===== config.mk =====
export PLATFORM = sky130hd
export DESIGN_NAME = i2c_multi_target
export DESIGN_NICKNAME = d
export VERILOG_FILES = /design/src/rtl/i2c_multi_target.sv
export SDC_FILE = /design/constraint.sdc
export NUM_CORES = 1
export LEC_CHECK = 0
export CAP_MARGIN = 20
export CORE_ASPECT_RATIO = 2
export CORE_MARGIN = 2
export CORE_UTILIZATION = 43
export DETAILED_ROUTE_END_ITERATION = 7
export PLACE_DENSITY = 0.76
export SETUP_SLACK_MARGIN = 0.05
export SYNTH_ARGS = -nofsm -noshare
export SYNTH_HDL_FRONTEND = slang
export SYNTH_SLANG_ARGS = --single-unit

===== constraint.sdc =====
create_clock -name clk_i -period 2.3 [get_ports clk_i]
set_clock_uncertainty 0.05 [all_clocks]
set_input_delay 0.23 -clock clk_i [delete_from_list [all_inputs] [get_ports clk_i]]
set_output_delay 0.23 -clock clk_i [all_outputs]
set_load 0.01 [all_outputs]

===== src/rtl/i2c_multi_target.sv =====
// I2C target answering up to NUM_ADDR 7-bit addresses, with an RX FIFO for writes
// and a stretch-until-valid handshake for read data.
module i2c_multi_target #(
    parameter int unsigned NUM_ADDR    = 2,
    parameter int unsigned RX_DEPTH    = 8,
    parameter int unsigned SYNC_STAGES = 2,
    parameter bit          GEN_CALL_EN = 1'b1
) (
    input  logic                          clk_i,
    input  logic                          rst_i,
    input  logic                          scl_i,
    input  logic                          sda_i,
    output logic                          scl_o,
    output logic                          sda_o,
    input  logic [7*NUM_ADDR-1:0]         addr_i,
    output logic [7:0]                    rx_data_o,
    output logic [$clog2(NUM_ADDR):0]     rx_chan_o,
    output logic                          rx_valid_o,
    input  logic                          rx_ready_i,
    input  logic [7:0]                    tx_data_i,
    input  logic                          tx_valid_i,
    output logic                          tx_ready_o,
    output logic [$clog2(NUM_ADDR):0]     chan_o,
    output logic                          rw_o,
    output logic                          busy_o,
    output logic                          start_o,
    output logic                          restart_o,
    output logic                          stop_o,
    output logic                          overflow_o
);
    localparam int unsigned CW = $clog2(NUM_ADDR) + 1;
    localparam int unsigned AW = $clog2(RX_DEPTH);
    localparam logic [AW:0] FULL_CNT = (AW+1)'(RX_DEPTH);

    localparam logic [3:0] StIdle    = 4'd0;
    localparam logic [3:0] StAddr    = 4'd1;
    localparam logic [3:0] StAddrAck = 4'd2;
    localparam logic [3:0] StWrByte  = 4'd3;
    localparam logic [3:0] StWrAck   = 4'd4;
    localparam logic [3:0] StRdLoad  = 4'd5;
    localparam logic [3:0] StRdByte  = 4'd6;
    localparam logic [3:0] StRdAck   = 4'd7;
    localparam logic [3:0] StIgnore  = 4'd8;

    logic [SYNC_STAGES-1:0] scl_sync_q, sda_sync_q;
    logic scl_s, sda_s, scl_p_q, sda_p_q;
    logic start_det, stop_det, scl_rise, scl_fall;

    logic [3:0]    state_q, state_d;
    logic [2:0]    cnt_q, cnt_d;
    logic [7:0]    shift_q, shift_d, shift_in;
    logic          ack_q, ack_d, sda_q, sda_d, scl_q, scl_d;
    logic [CW-1:0] chan_q, chan_d, hit_chan;
    logic          rw_q, rw_d, busy_q, busy_d, ovf_q, ovf_d, addr_hit;
    logic          start_q, start_d, restart_q, restart_d, stop_q, stop_d;

    logic [7:0]    rx_mem [RX_DEPTH];
    logic [CW-1:0] tag_mem [RX_DEPTH];
    logic [AW-1:0] wptr_q, rptr_q;
    logic [AW:0]   count_q;
    logic          fifo_full, pop, push, push_room;

    always_ff @(posedge clk_i) begin
        if (!rst_i) begin
            scl_sync_q <= '1;
            sda_sync_q <= '1;
            scl_p_q    <= 1'b1;
            sda_p_q    <= 1'b1;
        end else begin
            scl_sync_q <= {scl_sync_q[SYNC_STAGES-2:0], scl_i};
            sda_sync_q <= {sda_sync_q[SYNC_STAGES-2:0], sda_i};
            scl_p_q    <= scl_s;
            sda_p_q    <= sda_s;
        end
    end

    assign scl_s     = scl_sync_q[SYNC_STAGES-1];
    assign sda_s     = sda_sync_q[SYNC_STAGES-1];
    assign start_det = scl_s & scl_p_q & sda_p_q & ~sda_s;
    assign stop_det  = scl_s & scl_p_q & ~sda_p_q & sda_s;
    assign scl_rise  = scl_s & ~scl_p_q;
    assign scl_fall  = ~scl_s & scl_p_q;
    assign shift_in  = {shift_q[6:0], sda_s};

    // Address 7'h00 is reserved for general call; it never matches a channel register.
    always_comb begin
        addr_hit = 1'b0;
        hit_chan = '0;
        if (shift_in[7:1] == 7'h00) begin
            if (GEN_CALL_EN && !shift_in[0]) begin
                addr_hit = 1'b1;
                hit_chan = CW'(NUM_ADDR);
            end
        end else begin
            for (int k = NUM_ADDR - 1; k >= 0; k--) begin
                if (addr_i[7*k +: 7] == shift_in[7:1]) begin
                    addr_hit = 1'b1;
                    hit_chan = CW'(k);
                end
            end
        end
    end

    always_comb begin
        state_d   = state_q;
        cnt_d     = cnt_q;
        shift_d   = shift_q;
        ack_d     = ack_q;
        sda_d     = sda_q;
        scl_d     = scl_q;
        chan_d    = chan_q;
        rw_d      = rw_q;
        busy_d    = busy_q;
        ovf_d     = ovf_q;
        start_d   = 1'b0;
        restart_d = 1'b0;
        stop_d    = 1'b0;
        push      = 1'b0;
        if (stop_det) begin
            stop_d  = 1'b1;
            state_d = StIdle;
            sda_d   = 1'b1;
            scl_d   = 1'b1;
            busy_d  = 1'b0;
        end else if (start_det) begin
            start_d   = (state_q == StIdle);
            restart_d = (state_q != StIdle);
            state_d   = StAddr;
            cnt_d     = '0;
            ack_d     = 1'b0;
            sda_d     = 1'b1;
            scl_d     = 1'b1;
        end else begin
            case (state_q)
                StAddr: if (scl_rise) begin
                    shift_d = shift_in;
                    cnt_d   = cnt_q + 3'd1;
                    if (cnt_q == 3'd7) begin
                        ack_d = 1'b0;
                        if (addr_hit) begin
                            chan_d  = hit_chan;
                            rw_d    = shift_in[0];
                            busy_d  = 1'b1;
                            state_d = StAddrAck;
                        end else begin
                            busy_d  = 1'b0;
                            state_d = StIgnore;
                        end
                    end
                end
                // First falling edge starts the ACK, the second ends the ninth pulse.
                StAddrAck, StWrAck: if (scl_fall) begin
                    if (!ack_q) begin
                        sda_d = 1'b0;
                        ack_d = 1'b1;
                    end else begin
                        sda_d = 1'b1;
                        ack_d = 1'b0;
                        cnt_d = '0;
                        if (state_q == StWrAck || !rw_q) begin
                            state_d = StWrByte;
                        end else begin
                            scl_d   = 1'b0;
                            state_d = StRdLoad;
                        end
                    end
                end
                StWrByte: if (scl_rise) begin
                    shift_d = shift_in;
                    cnt_d   = cnt_q + 3'd1;
                    if (cnt_q == 3'd7) begin
                        if (push_room) begin
                            push    = 1'b1;
                            state_d = StWrAck;
                        end else begin
                            ovf_d   = 1'b1;
                            state_d = StIgnore;
                        end
                    end
                end
                StRdLoad: if (tx_ready_o && tx_valid_i) begin
                    shift_d = tx_data_i;
                    sda_d   = tx_data_i[7];
                    scl_d   = 1'b1;
                    cnt_d   = '0;
                    state_d = StRdByte;
                end
                StRdByte: if (scl_fall) begin
                    if (cnt_q == 3'd7) begin
                        sda_d   = 1'b1;
                        ack_d   = 1'b0;
                        state_d = StRdAck;
                    end else begin
                        sda_d   = shift_q[6];
                        shift_d = {shift_q[6:0], 1'b0};
                        cnt_d   = cnt_q + 3'd1;
                    end
                end
                StRdAck: begin
                    if (scl_rise) begin
                        if (sda_s) state_d = StIgnore;
                        else       ack_d   = 1'b1;
                    end else if (scl_fall && ack_q) begin
                        ack_d   = 1'b0;
                        scl_d   = 1'b0;
                        state_d = StRdLoad;
                    end
                end
                default: ;
            endcase
        end
    end

    always_ff @(posedge clk_i) begin
        if (!rst_i) begin
            state_q   <= StIdle;
            cnt_q     <= '0;
            shift_q   <= '0;
            ack_q     <= 1'b0;
            sda_q     <= 1'b1;
            scl_q     <= 1'b1;
            chan_q    <= '0;
            rw_q      <= 1'b0;
            busy_q    <= 1'b0;
            ovf_q     <= 1'b0;
            start_q   <= 1'b0;
            restart_q <= 1'b0;
            stop_q    <= 1'b0;
        end else begin
            state_q   <= state_d;
            cnt_q     <= cnt_d;
            shift_q   <= shift_d;
            ack_q     <= ack_d;
            sda_q     <= sda_d;
            scl_q     <= scl_d;
            chan_q    <= chan_d;
            rw_q      <= rw_d;
            busy_q    <= busy_d;
            ovf_q     <= ovf_d;
            start_q   <= start_d;
            restart_q <= restart_d;
            stop_q    <= stop_d;
        end
    end

    // A pop in the same cycle frees the slot for a push into a full FIFO.
    assign fifo_full  = (count_q == FULL_CNT);
    assign rx_valid_o = (count_q != '0);
    assign pop        = rx_ready_i & rx_valid_o;
    assign push_room  = !fifo_full || pop;

    always_ff @(posedge clk_i) begin
        if (!rst_i) begin
            wptr_q  <= '0;
            rptr_q  <= '0;
            count_q <= '0;
        end else begin
            if (push) wptr_q <= wptr_q + AW'(1);
            if (pop)  rptr_q <= rptr_q + AW'(1);
            count_q <= count_q + (AW+1)'(push) - (AW+1)'(pop);
        end
    end

    always_ff @(posedge clk_i) begin
        if (push) begin
            rx_mem[wptr_q]  <= shift_in;
            tag_mem[wptr_q] <= chan_q;
        end
    end

    assign rx_data_o  = rx_valid_o ? rx_mem[rptr_q] : '0;
    assign rx_chan_o  = rx_valid_o ? tag_mem[rptr_q] : '0;
    // Bus events release both lines in the detecting cycle, ahead of the registers.
    assign sda_o      = sda_q | start_det | stop_det;
    assign scl_o      = scl_q | start_det | stop_det;
    assign tx_ready_o = (state_q == StRdLoad) && !scl_s;
    assign chan_o     = chan_q;
    assign rw_o       = rw_q;
    assign busy_o     = busy_q;
    assign start_o    = start_q;
    assign restart_o  = restart_q;
    assign stop_o     = stop_q;
    assign overflow_o = ovf_q;
endmodule


### Word-level counts from Yosys, hierarchy flattened

Memory sizes are Yosys's and may differ from the RTL's. A register that Yosys moved wholly into a read port is not among the register bits.
Index checks and enable logic that the tools add are counted.
W data, S select, Z words.

* bits in registers: 41
* bits in latches: 0
* RAM bits: 80
* memory bits (read-only): 0
* output and inout bits: 22
* memories: 2

* add/subtract/negate cells: 5
* multipliers: 0
* divide/modulo/power cells: 0
* order comparisons: 0
* equal/unequal tests: 41
* shift operators: 0
* multiplexer cells: 76
* bitwise operators: 20
* reduce and logical (&&, ||, !) cells: 34

Memories
* rx_mem: words 8, width 8, read ports 1, clocked after Yosys merged registers in 1, wr ports 1, line 57 `logic [7:0] rx_mem [RX_DEPTH];`
* tag_mem: words 8, width 2, read ports 1, clocked after Yosys merged registers in 1, wr ports 1, line 58 `logic [CW-1:0] tag_mem [RX_DEPTH];`

Operators with widths (number)
* $mux W4: 14
* $mux W3: 12
* $ne A3 B3 Y1 const B: 12
* $mux W1: 35
* $mux W7: 4
* $ne A2 B2 Y1 const B: 13
* $pmux W4 S6: 1
* $reduce_and A12 Y1: 2
* $pmux W7 S3: 1
* $reduce_and A7 Y1: 3
* $eq A4 B3 Y1 const B: 4
* $eq A7 B7 Y1: 2
* $ne A4 B4 Y1 const B: 3
* $pmux W3 S4: 1
* $reduce_and A6 Y1: 2
* $reduce_bool A5 Y1: 2
* $add A3 B1 Y3 const B: 3
* $reduce_bool A3 Y1: 3
* $and A1 B1 Y1: 8
* $eq A4 B2 Y1 const B: 2
* $mux W2: 4
* $mux W8: 1
* $not A1 Y1: 8
* $reduce_and A4 Y1: 2
* 21 further kinds: 34

### Longest topological paths before layout

Gate-level depths: netlist of the first run.

* depth after elaboration: 11
* mapped depth: 13
* gate-level depth less buffers: 13

### Worst setup path after synthesis of the first run

No wires, ideal clock.

* path kind: register to register
* start: reg count_q[2]
* end: reg count_q[2]
* setup time: 115 ps
* arrival time: 2349 ps
* required time: 2135 ps
* slack: -214 ps
* cell stages (with the launch flop): 14
* path buffers: 0
* clock period less this slack: 2514 ps
* path through: dfxtp_1 > inv_1 > ha_1 > nand2b_1 > and3_1 > nor2_1 > inv_1 > ha_1 > inv_1 > ha_1 > inv_1 > fa_1 > xnor2_1 > and2_1

* cells in the longest elaborated chain, start to end: 11
* elaborated cells between the ends (all ways): 13
* classes of those cells: 2 x add/sub; 1 x eq/ne; 6 x mux; 1 x bitwise; 3 x reduce/logical

RTL lines
* start: declaration: line 60 `logic [AW:0] count_q;`
* start signal: assignment: line 260 `count_q <= count_q + (AW+1)'(push) - (AW+1)'(pop);`
* $eq A4 B4 Y1 or $reduce_bool A4 Y1 (tied branches): line 247, 248
* $logic_not A1 Y1 or $and A1 B1 Y1 (tied branches): line 250, 249
* $logic_or A1 B1 Y1: line 250 `assign push_room = !fifo_full || pop;`
* $mux W1: line 172 `if (push_room) begin`
* $mux W1: line 171 `if (cnt_q == 3'd7) begin`
* $mux W1: line 168 `StWrByte: if (scl_rise) begin`
* $mux W1: line 134 `case (state_q)`
* $mux W1: line 125 `end else if (start_det) begin`
* $mux W1: line 119 `if (stop_det) begin`
* $add A4 B1 Y4: line 260
* $sub A4 B1 Y4 (*): line 260

Mark *: on every way between the ends. The rest lies on a longest branch, timed or not.
A chain may end at the register's enable or synchronous reset.

==> summary.md, run 1 <==
| Metric | Value |
|---|---|
| Fraction of final layout cells sized beyond drive strength 1 | 29.4% |
| R2R setup slack | 0.11 ns |
| ANT nets after route | 0 |
| Non-filler cells, final | 714 |
| Maximum level of the CTS H-tree | 4 |
| Residual DRC count | 0 |
| Iteration-0 DRC Markers | 214 |
| Share of flip-flops with an asynchronous set or reset after synthesis | 0% |
| Global-route usage over all layers | 20.9% |
| Post-synth EDFFs | 80 |
| Register-to-Register Path Depth | 9 |
| Critical path launch point type | flop |
| Placed cell count | 669 |
| Critical path class | flop to output pin |
| Post-synthesis sequential area ratio | 57.9% |
| Placement Rows | 59 |
| Final Slew Violations | 0 |
| Final setup violating endpoints | 0 |
| Number of synthesized register bits | 124 |
| Most used flip-flop cell after synthesis | sky130_fd_sc_hd__edfxtp_1 |
| Post-DR wirelength/cell | 19.7 um |
| Count of port buffers added during placement | 49 |
| Power per unit of standard cell area | 1020 nW/um^2 |
| Number of hold violations in the final report | 0 |
| Pin count of the biggest net entering global routing | 24 |
| Most frequent cells after synthesis | 80 x sky130_fd_sc_hd__edfxtp_1, 44 x sky130_fd_sc_hd__dfxtp_1, 38 x sky130_fd_sc_hd__nor2_1 |
| Utilization after layout | 58.1% |
| Ratio of routed vias to standard cells | 5.56 |
| Fin crit share | 97.4% |
| Number of nets in the layout | 588 |
| Actual slew at the worst max-slew pin | 0.656 ns |
| Total standard cell area after synthesis | 5670 um^2 |
| Boundary pin count | 50 |
| RSZ-0062 raised after global routing | yes |
| CP Capture Point | rx_data_o[1] |
| # diodes | 0 |
| Critical path required time | 2.02 ns |
| Outcome | completed |
| Via count of the first global-routing pass | 4240 |
| Worst slew margin relative to its limit | 56.2% |
| Wirelength, routed | 14100 um |
| Post-Place Cell Area | 6640 um^2 |
| Sinks on the clock net | 124 |
| Design area | 7500 um^2 |
| Starting Density | 43.9% |
| Final Critical Period | 2.24 ns |
| Leak Pwr | 2.81 nW |
| Y dimension of the die | 166 um |
| Mapped Avg Cell Area | 12.7 um^2 |
| Crit Reg-Reg Endpoint | rx_mem[0][5]$_DFFE_PP_ |
| Post-Syn Nets | 485 |
| Clock tree root buffer cell | sky130_fd_sc_hd__clkbuf_16 |
| Clock insertion delay at the later pin of the skew report | 0.41 ns |
| Number of distinct library cells after synthesis | 58 |
| Area leader, netlist | sky130_fd_sc_hd__edfxtp_1 |
| Reported max-cap violation count | 0 |
| Number of detailed-route iterations in the first pass | 5 |
| Worst flop-to-flop path startpoint | count_q[3]$_SDFF_PN0_ |
| First-pass GRT wire length | 22400 um |
| Maximum net fanout on the critical path | 6 |
| Capturing element type of the critical path | output pin |
| Clock-pin slew on the worst setup and hold paths | 0.06 ns |
| Area of the die | 14200 um^2 |
| Synth area leaders | sky130_fd_sc_hd__edfxtp_1 42%, sky130_fd_sc_hd__dfxtp_1 16%, sky130_fd_sc_hd__mux4_2 7.9%, sky130_fd_sc_hd__mux2i_1 3.5%, sky130_fd_sc_hd__nor2_1 2.5% |
| Total gr overflow | 0 |
| Hold WC Path Type | input port to flop |
| Max Clock Freq | 446 MHz |
| Maximum vdd drop | 0.638 mV |
| Die Span X | 85.2 um |
| Worst-case clock buffer depth | 2 |
| Accumulated negative setup slack | 0 ns |
| YS warnings | 0 |
| Antenna violations before repair | 0 |
| Inserted Clock Buffers | 17 |
| TritonCTS clock tree | built |
| Area fraction of the dominant cell type after synthesis | 42.4% |
| Area Overhead vs Synth | 32.4% |
| Standard cell core area | 12900 um^2 |
| Mapped Cells | 446 |
| Vias after detailed routing | 3971 |
| GPL Wtd Cong | 1.01 |
| Data arrival time of the critical path | 1.96 ns |
| HPWL Detailed | 9800 um |
| Most repeated cell in the gate-level netlist after synthesis | sky130_fd_sc_hd__edfxtp_1 |
==> cell type report <==
type	instances	area [um^2]
Timing Repair Buffer	107	978
Multi-Input combinational cell	285	2400
Inverter	14	52.6
Sequential cell	124	3290
Clock buffer	17	425
Tap cell	152	190
Fill cell	963	5420
Clock inverter	15	164
==> repair_timing <==
item,in CTS,in global routing
resized for setup,61,25
pin swaps,6,5
hold buffers,0,0
setup endpoints to repair,26,20
setup buffers,12,1
gates cloned,1,0
==> how the worst min path moves through the flow <==
stage | from | to | cells after the start
2_1_floorplan | scl_i | scl_sync_q[0]$_SDFF_PN1_ | 1
3_3_place_gp | scl_sync_q[0]$_SDFF_PN1_ | scl_sync_q[1]$_SDFF_PN1_ | 1
6_report | scl_i | scl_sync_q[0]$_SDFF_PN1_ | 2
4_1_cts | scl_i | scl_sync_q[0]$_SDFF_PN1_ | 2
3_5_place_dp | scl_sync_q[0]$_SDFF_PN1_ | scl_sync_q[1]$_SDFF_PN1_ | 1
5_1_grt | sda_i | sda_sync_q[0]$_SDFF_PN1_ | 2
==> placed cells by master, fill, tap and decap left out, types with 9 or more instances in the layout <==
| cell type | instances |
|---|---|
| sky130_fd_sc_hd__buf_4 | 45 |
| sky130_fd_sc_hd__a21oi_1 | 14 |
| sky130_fd_sc_hd__dfxtp_1 | 38 |
| sky130_fd_sc_hd__xnor2_1 | 12 |
| sky130_fd_sc_hd__mux4_2 | 20 |
| sky130_fd_sc_hd__nand2_1 | 36 |
| sky130_fd_sc_hd__clkbuf_16 | 17 |
| sky130_fd_sc_hd__nor2b_1 | 11 |
| sky130_fd_sc_hd__o21ai_0 | 13 |
| sky130_fd_sc_hd__and2_1 | 13 |
| sky130_fd_sc_hd__edfxtp_1 | 80 |
| sky130_fd_sc_hd__clkdlybuf4s50_1 | 38 |
| sky130_fd_sc_hd__nand2b_1 | 9 |
| sky130_fd_sc_hd__nor2_1 | 35 |
| sky130_fd_sc_hd__mux2i_1 | 20 |
| sky130_fd_sc_hd__buf_2 | 9 |
==> worst max-delay path, cell delays in order (launching register included) <==
cell	delay, ns
sky130_fd_sc_hd__dfxtp_4	0.40
sky130_fd_sc_hd__buf_16	0.12
sky130_fd_sc_hd__buf_12	0.12
sky130_fd_sc_hd__buf_6	0.10
sky130_fd_sc_hd__mux4_2	0.47
sky130_fd_sc_hd__mux2i_1	0.14
sky130_fd_sc_hd__nor2_1	0.06
sky130_fd_sc_hd__buf_2	0.13
==> where the power goes <==
part           switching [mW]  leakage, nW  internal [mW]
clock network            1.04        0.286           1.62
logic                    1.10         1.43           1.26
registers               0.132         1.09           2.52
total                    2.27         2.81           5.39
==> cell families after synthesis <==
| logic type | after synthesis | share of synthesized area [%] |
|---|---|---|
| AOI/OAI and AO/OA | 63 | 8.30 |
| xor gates and xnor gates | 22 | 3.40 |
| adders and majority gates | 11 | 2.56 |
| buffers and inverters | 37 | 2.76 |
| DFF | 124 | 57.9 |
| muxes | 41 | 11.7 |
| and+or+nand+nor | 148 | 13.4 |
==> flip-flops by register name, indices dropped and copies added, names as in the netlist, 2 cells and up, named ones only <==
register / cells
rptr_q: 3
count_q: 4
cnt_q: 3
state_q: 4
shift_q: 7
sda_sync_q: 2
chan_o: 2
rx_mem: 64
scl_sync_q: 2
wptr_q: 3
tag_mem: 16
==> per-stage QoR <==
| stage | total power, mW | hold WS (ns) | setup slack (ns) |
|---|---|---|---|
| final | 7.67 | 0.325 | 0.0594 |
| after global routing | 8.02 | 0.330 | -0.0306 |
| after CTS | 7.61 | 0.320 | -0.00568 |
| after detailed placement | 4.72 | 0.344 | -0.214 |
| after global placement | 4.64 | 0.340 | -0.131 |
| after floorplan | 3.91 | 0.281 | -0.0647 |
==> metal layers <==
metal  vias to the layer above  track usage, %  part of all wire [%]
met5                         -               0                     0
met4                         0            11.5                   5.0
met3                        47            4.32                   3.0
met2                       111            39.3                    58
met1                      1964            20.4                    34
li1                       1849               -                     -
Power figures use the tool's default switching activity.
==> run 2: changes to the inputs <==
--- a/config.mk
+++ b/config.mk
@@ -7,7 +7,7 @@
 export LEC_CHECK = 0
 export CAP_MARGIN = 20
 export CORE_ASPECT_RATIO = 2
-export CORE_MARGIN = 2
+export CORE_MARGIN = 3
 export CORE_UTILIZATION = 43
 export DETAILED_ROUTE_END_ITERATION = 7
 export PLACE_DENSITY = 0.76
==> run 2 against run 1 <==
Compared with the run above: utilization up 0.23 points; worst setup slack better by 0.016 ns; critical path depth unchanged; die area up 3.6%; via count up 0.40%; hold slack better by 0.011 ns.
==> summary.md, run 2 (synthesis results as in run 1) <==
| Metric | Value |
|---|---|
| Max Clock Freq | 450 MHz |
| Crit path setup slack, layout | 0.0757 ns |
| Hold-fix buffers at CTS | 0 |
| Hold WC Path Type | input port to flop |
| Starting Density | 44.4% |
| Area of the die | 14700 um^2 |
| HPWL Detailed | 9690 um |
| Critical Path Most Common Cell | sky130_fd_sc_hd__buf_12 |
| Maximum level of the CTS H-tree | 4 |
| GPL Wtd Cong | 0.926 |
| Tightest hold margin | 0.336 ns |
| Capturing element type of the critical path | output pin |
| Pin count of the biggest net entering global routing | 24 |
| Highest-count cells in the layout ignoring fill and taps | 80 x sky130_fd_sc_hd__edfxtp_1, 45 x sky130_fd_sc_hd__buf_4, 39 x sky130_fd_sc_hd__dfxtp_1 |
| Maximum vdd drop | 0.617 mV |
| Actual slew at the worst max-slew pin | 0.650 ns |
| Antenna violations before repair | 0 |
| Die Span X | 87.2 um |
| Via count of the first global-routing pass | 4264 |
| Final Slew Violations | 0 |
| Highest routed metal layer | met4 |
| RSZ-0062 raised after global routing | yes |
| Final setup violating endpoints | 0 |
| Worst stage delay on the critical path | 0.48 ns |
| Number of hold violations in the final report | 0 |
| Met3 wire len | 478 um |
| Most common cell after layout, fill and taps aside | sky130_fd_sc_hd__edfxtp_1 |
| Critical path required time | 2.02 ns |
| Met1 Wirelength | 4830 um |
| First-pass GRT wire length | 22600 um |
| Total gr overflow | 0 |
| Sinks on the clock net | 124 |
| Leak Pwr | 2.79 nW |
| Utilization after layout | 58.3% |
| Buffers plus inverters on the worst setup path | 4 |
| Placement Rows | 58 |
| Power per unit of standard cell area | 1050 nW/um^2 |
| ANT nets after route | 0 |
| Boundary pin count | 50 |
| Outcome | completed |
| Post-DR wirelength/cell | 20.4 um |
| Residual DRC count | 0 |
| Met2 wire length | 8530 um |
| Worst-case clock buffer depth | 2 |
| Fraction of final layout cells sized beyond drive strength 1 | 27.5% |
| Final Critical Period | 2.22 ns |
| Global-route usage over all layers | 20.7% |
| # diodes | 0 |
| Clock tree root buffer cell | sky130_fd_sc_hd__clkbuf_16 |
| TritonCTS clock tree | built |
| Fin crit share | 96.7% |
| Number of detailed-route iterations in the first pass | 4 |
| Critical path launch point type | flop |
| Number of nets in the layout | 586 |
| Post-Place Setup Slack | -0.186 ns |
| Cell class contributing the biggest share of worst-path delay | multiplexers |
| Critical path's slowest cell | sky130_fd_sc_hd__mux4_2 |
| Y dimension of the die | 168 um |
| Critical path class | flop to output pin |
| Largest register FFs | 64 |
| Clock-pin slew on the worst setup and hold paths | 0.06 ns |
| Register name with the most flops | rx_mem |
| Wirelength, routed | 14500 um |
| Vias after detailed routing | 3987 |
| Iteration-0 DRC Markers | 207 |
| Maximum net fanout on the critical path | 3 |
| Ratio of routed vias to standard cells | 5.62 |
| Biggest regs | rx_mem x64, tag_mem x16, shift_q x7 |
| Clock insertion delay at the later pin of the skew report | 0.40 ns |
| Worst slew margin relative to its limit | 56.6% |
| Count of port buffers added during placement | 49 |
| CP cell instances | buf_12 -> buf_12 -> buf_12 -> mux4_2 -> mux2i_1 -> nor2_1 -> buf_2 |
| Inserted Clock Buffers | 17 |
| Data arrival time of the critical path | 1.94 ns |
| Standard cell core area | 12800 um^2 |
| Area Overhead vs Synth | 31.4% |
| Reported max-cap violation count | 0 |
run 2: changes by cell type in the layout (fill, tap and decap cells not counted), sizes merged:
cell,previous run,this run
buf,67,65
clkinvlp,2,1
clkdlybuf4s50,38,36
dlygate4sd2,1,3
inv,20,16
bufinv,2,4
clkbuf,18,21
run 2: path summary, 6_finish.rpt:
check	from	end	slack, ns	cells past startpoint
max	flop	rx_data_o[0]	0.08	7
min	scl_i	scl_sync_q[0]$_SDFF_PN1_	0.34	2
max reg2reg	count_q[3]$_SDFF_PN0_	count_q[3]$_SDFF_PN0_	0.09	13
min reg2reg	scl_sync_q[0]$_SDFF_PN1_	scl_sync_q[1]$_SDFF_PN1_	0.36	1
run 2: routing by layer:
layer	track usage, %	vias up
met4	9.89	0
met2	39.1	128
met5	0	-
li1	-	1843
met1	20.5	1976
met3	4.51	40
run 2: through the flow:
step	area [um^2]	std cells	setup TNS, ns	total power [mW]
2_1_floorplan	5700	446	-0.0647	3.91
3_3_place_gp	6640	668	-0.140	4.65
3_5_place_dp	6640	668	-0.329	4.72
4_1_cts	7450	711	-0.134	7.80
5_1_grt	7450	710	0	8.11
6_report	7450	710	0	7.78
run 2: power breakdown:
part | switching, mW | internal (mW) | leakage (nW) | total, mW
registers | 0.118 | 2.52 | 1.09 | 2.64
clock network | 0.925 | 1.81 | 0.296 | 2.73
logic | 1.16 | 1.26 | 1.41 | 2.41
total | 2.20 | 5.58 | 2.79 | 7.78
run 2: final cells by class:
| cell class | count | area [um^2] |
|---|---|---|
| fillers | 1019 | 5330 |
| flip-flops and latches | 124 | 3290 |
| multi-input cells | 285 | 2320 |
| repair buffers | 105 | 985 |
| clock buffers | 20 | 437 |
| well taps | 150 | 188 |
| clock inverters | 12 | 169 |
| inverters | 14 | 52.6 |
run 2: repair_timing:
item | CTS | global route
cloned | 3 | 0
setup buffers | 8 | 1
pin swaps | 7 | 8
setup endpoints to repair | 16 | 17
resized for setup | 59 | 14
run 2: worst register-to-register path, cell delays in order, from the launching register on:
cell and delay [ns]:
sky130_fd_sc_hd__dfxtp_2 0.34, sky130_fd_sc_hd__inv_2 0.05, sky130_fd_sc_hd__ha_4 0.16, sky130_fd_sc_hd__nand2b_4 0.13, sky130_fd_sc_hd__and3_4 0.16, sky130_fd_sc_hd__nor2_4 0.10, sky130_fd_sc_hd__inv_2 0.05, sky130_fd_sc_hd__ha_4 0.26
sky130_fd_sc_hd__inv_2 0.04, sky130_fd_sc_hd__ha_4 0.15, sky130_fd_sc_hd__a21o_1 0.18, sky130_fd_sc_hd__a21oi_2 0.16, sky130_fd_sc_hd__xor2_1 0.15, sky130_fd_sc_hd__and2_1 0.16
